==> src/rtl/pin_input_filter.sv <==
// Two-flop synchroniser plus per-pin persistence filter for all board input pins.
// Optional rise/fall pulse generation is built when PIN_INPUT_FILTER_EDGE_EN is defined.
module pin_input_filter #(
  parameter int                 NumPins  = 78,
  parameter int                 CntWidth = 4,
  parameter logic [NumPins-1:0] ResetVal = {NumPins{1'b1}}
) (
  input  logic                clk_i,
  input  logic                rst_i,
  input  logic [NumPins-1:0]  pins_i,
  input  logic [NumPins-1:0]  filter_en_i,
  input  logic [CntWidth-1:0] filter_thresh_i,
  output logic [NumPins-1:0]  pins_o,
  output logic [NumPins-1:0]  rise_o,
  output logic [NumPins-1:0]  fall_o
);

  logic [NumPins-1:0]  sync1;
  logic [NumPins-1:0]  sync2;
  logic [NumPins-1:0]  filt;
  logic [CntWidth-1:0] cnt [NumPins];

  always_ff @(posedge clk_i) begin
    if (rst_i) begin
      sync1 <= ResetVal;
      sync2 <= ResetVal;
    end else begin
      sync1 <= pins_i;
      sync2 <= sync1;
    end
  end

  // A differing level is accepted only once the count has reached the threshold,
  // so the counter saturates at T and can never wrap.
  always_ff @(posedge clk_i) begin
    if (rst_i) begin
      filt <= ResetVal;
      for (int i = 0; i < NumPins; i++) cnt[i] <= '0;
    end else begin
      for (int i = 0; i < NumPins; i++) begin
        if (!filter_en_i[i]) begin
          filt[i] <= sync2[i];
          cnt[i]  <= '0;
        end else if (sync2[i] == filt[i]) begin
          cnt[i] <= '0;
        end else if (cnt[i] >= filter_thresh_i) begin
          filt[i] <= sync2[i];
          cnt[i]  <= '0;
        end else begin
          cnt[i] <= cnt[i] + CntWidth'(1);
        end
      end
    end
  end

  assign pins_o = filt;

`ifdef PIN_INPUT_FILTER_EDGE_EN
  logic [NumPins-1:0] filt_q;

  always_ff @(posedge clk_i) begin
    if (rst_i) filt_q <= ResetVal;
    else       filt_q <= filt;
  end

  assign rise_o = filt & ~filt_q;
  assign fall_o = ~filt & filt_q;
`else
  assign rise_o = '0;
  assign fall_o = '0;
`endif

endmodule

==> config.mk <==
export PLATFORM = sky130hd
export DESIGN_NAME = pin_input_filter
export DESIGN_NICKNAME = d
export VERILOG_FILES = /design/src/rtl/pin_input_filter.sv
export SDC_FILE = /design/constraint.sdc
export NUM_CORES = 1
export LEC_CHECK = 0
export ABC_AREA = 1
export BUFFER_PORTS_ARGS = -buffer_cell sky130_fd_sc_hd__buf_2
export CAP_MARGIN = 10
export CORE_ASPECT_RATIO = 0.8
export CORE_UTILIZATION = 55
export DETAILED_ROUTE_END_ITERATION = 6
export GPL_TIMING_DRIVEN = 0
export PLACE_DENSITY = 0.76
export SYNTH_ARGS = -nofsm -noshare
export SYNTH_HDL_FRONTEND = slang
export SYNTH_SLANG_ARGS = --single-unit
==> constraint.sdc <==
create_clock -name clk_i -period 3.04 [get_ports clk_i]
set_input_delay 0.304 -clock clk_i [delete_from_list [all_inputs] [get_ports clk_i]]
set_output_delay 0.304 -clock clk_i [all_outputs]
set_load 0.005 [all_outputs]
==> results.json <==
{
  "status": "complete, no violations",
  "worst_slew_pin_slew_ps": 869,
  "drc": 0,
  "final_layout_size_suffix_gt1_share_pct": 19.2,
  "critical_path.cell_chain": "buf_2 -> inv_4 -> buf_16 -> ha_1 -> nand2_1 -> nand2_1 -> nor2_1 -> nand3_1 -> nor2_1",
  "grt_pass1_wl_mm": 105,
  "port_buffers": 239,
  "ys_seq_elements": 546,
  "gp_congestion": 0.807,
  "hpwl_mm": 45.0,
  "final_max_slew_viol_count": 0,
  "final_antenna_net_count": 0,
  "crit_type": "input port to register",
  "first_pass_iters": 5,
  "clk_pin_slew_ps": 60,
  "design_area_sq_um": 38000,
  "finalNetCount": 4791,
  "ys_seq_area_share_pct": 44.8,
  "hold_class": "input port to register",
  "grt_max_degree": 47,
  "finalSetupViolations": 0,
  "cap_violations": 0,
  "critPathBufInv": 3,
  "drt-initial-drc-count": 1045,
  "max_stage_delay_ps": 580,
  "ys_types": 23,
  "n_fill_cell": 4406,
  "cts_max_path_buffers": 3,
  "critical_path_arrival_ps": 2290,
  "crit_slowest_cell": "inv_4",
  "start_util_pct": 56.2,
  "wl_mm": 63.9,
  "grtUsageTotal_pct": 22.3,
  "post-place-ws_ps": 564,
  "synth_top_area_share_pct": 29.9,
  "synth_area_per_cell_sq_um": 9.24,
  "rsz0062_at_grt": "no",
  "power_leakage_nw": 18.9,
  "via_per_inst": 4.54,
  "ys.warnings.count": 0,
  "wl_per_cell_microns": 12.7,
  "cts_buffers": 56,
  "clk_latency_ps": 600,
  "end_kind": "register",
  "cpLargestDelayFamily": "buffers and inverters",
  "synth_area_sq_um": 31300,
  "fin_crit_sh_pct": 60.5,
  "synth_top_cell_by_area": "edfxtp_1",
  "globalRouteOverflowTotal": 0,
  "die_h_microns": 216,
  "vias": 22900,
  "die_w_microns": 269,
  "fmax_mhz": 544,
  "die_area_sq_um": 58000,
  "io_pins": 396,
  "setup_ws_ps": 1200,
  "cts-htree-levels": 2,
  "cts_tree": "built",
  "startpoint_type": "input port",
  "placed_area_sq_um": 35300,
  "crit_required_ps": 3490,
  "synthCells": 3394,
  "p_per_area_nw_per_um2": 467,
  "fp-row-count": 77,
  "cts_root_buf": "clkbuf_16",
  "fin_skew_ps": 8.88,
  "cp_max_fo": 46,
  "max_slew_margin_pct": 42.1,
  "synthToLayoutAreaGrowth_pct": 21.2,
  "cts_resized": 0,
  "hold_viol": 0,
  "vdd_drop_max_v": 0.000485,
  "antenna_found_initial": 13,
  "core_region_area_sq_um": 55800,
  "clock-sinks": 546,
  "grt_pass1_vias": 22100,
  "post-route-min-period_ps": 1840,
  "ys_top_cells_by_area": "edfxtp_1 (30%), ha_1 (16%), dfxtp_1 (15%)"
}
final cells by class:
| cell class | instances | area, sq um | area share [%] |
|---|---|---|---|
| Clock inverter | 21 | 151 | 0.398 |
| Sequential cell | 546 | 14100 | 37.0 |
| Multi-Input combinational cell | 2700 | 16000 | 42.2 |
| Clock buffer | 83 | 1700 | 4.48 |
| Buffer | 190 | 1420 | 3.73 |
| Tap cell | 750 | 938 | 2.47 |
| Timing Repair Buffer | 321 | 2090 | 5.50 |
| Inverter | 424 | 1600 | 4.21 |
| Antenna cell | 5 | 12.5 | 0.0329 |
cell usage in the layout, fill, tap and decap left out, drive strengths merged:
| master | Yosys | layout |
|---|---|---|
| nand2 | 672 | 672 |
| conb | 2 | 468 |
| inv | 424 | 425 |
| buf | 174 | 417 |
| ha | 390 | 390 |
| nor2 | 360 | 360 |
| edfxtp | 312 | 312 |
| nand3 | 312 | 312 |
| dfxtp | 234 | 234 |
| or2 | 156 | 156 |
| a21oi | 108 | 108 |
| clkbuf | 16 | 99 |
| xor2 | 78 | 78 |
| xnor2 | 78 | 78 |
| dlygate4sd3 | 0 | 78 |
| o21ai | 78 | 78 |
| clkinv | 0 | 18 |
| diode | 0 | 5 |
| bufinv | 0 | 2 |
synth_stat cells:
| cell type | n |
|---|---|
| a21oi_1 | 53 |
| a21oi_2 | 55 |
| buf_12 | 5 |
| buf_2 | 11 |
| buf_4 | 156 |
| buf_8 | 2 |
| clkbuf_1 | 16 |
| conb_1 | 2 |
| dfxtp_1 | 234 |
| edfxtp_1 | 312 |
| ha_1 | 390 |
| inv_1 | 423 |
| inv_2 | 1 |
| nand2_1 | 672 |
| nand3_1 | 257 |
| nand3_2 | 55 |
| nor2_1 | 360 |
| o21ai_0 | 23 |
| o21ai_2 | 55 |
| or2_1 | 3 |
| or2_2 | 153 |
| xnor2_1 | 78 |
| xor2_1 | 78 |
final timing paths:
| check | cells after the start | slack (ps) | startpoint | end |
|---|---|---|---|---|
| worst max register to register | 9 | 1540 | cnt[2][44]$_SDFFCE_PN0P_ | cnt[2][45]$_SDFFCE_PN0P_ |
| worst min-delay path | 6 | 90 | filter_en_i[23] | pins_o[23]$_SDFFE_PP1P_ |
| worst min register to register | 1 | 400 | sync1[56]$_SDFF_PP1_ | sync2[56]$_SDFF_PP1_ |
| worst max-delay path | 9 | 1200 | filter_thresh_i[3] | cnt[2][30]$_SDFFCE_PN0P_ |
sequential cells by signal, summed over array words and instances, names as in the netlist:
name / flops
sync2: 78
cnt: 312
pins_o: 78
sync1: 78
timing repair:
action	CTS	global route
setup endpoints to repair	0	0
endpoints found under the hold margin	78	0
setup buffers	0	0
hold buffers	78	0
cells by family (layout without fill, tap and decap cells):
group | Yosys count | in the layout | share of synthesized area, %
AND/OR/NAND/NOR | 1500 | 1500 | 21.3
flip-flops | 546 | 546 | 44.8
XOR/XNOR | 156 | 156 | 4.36
other | 2 | 473 | 0.0240
buffers and inverters | 614 | 1039 | 9.60
adder cells (fa/ha/maj) | 390 | 390 | 15.6
AO/OA/AOI/OAI | 186 | 186 | 4.29
worst register-to-register path: stages (launching register included):
cell	delay (ps)
edfxtp_1	400
inv_1	60
ha_1	260
inv_1	40
nand2_1	60
nand2_1	60
nand2_1	50
nand2_1	80
nand3_1	170
nor2_1	60
stage by stage:
stage	instances	utilization (%)	power, mW	setup TNS [ps]	hold WS (ps)
after floorplan	3860	-	10.2	0	383
after global placement	4849	63.2	10.8	-726050	386
after detailed placement	4853	63.4	10.9	0	389
after CTS	5035	68.1	17.9	0	54.0
after global routing	5037	68.1	18.7	0	110
final	5040	68.1	17.8	0	90.0
per-layer routing:
layer	vias to the layer above	share of wire, %	wire (microns)	track usage [%]
li1	12100	-	-	-
met1	10300	45	28600	28.3
met2	332	47	30200	38.4
met3	111	5.2	3290	4.37
met4	16	2.6	1640	6.53
met5	-	0.16	99	0
power by group:
part	internal (mW)	switching [mW]
sequential	8.18	0.321
clock	4.04	2.89
combinational	1.04	1.29
total	13.3	4.50
Power figures use the tool's default switching activity.
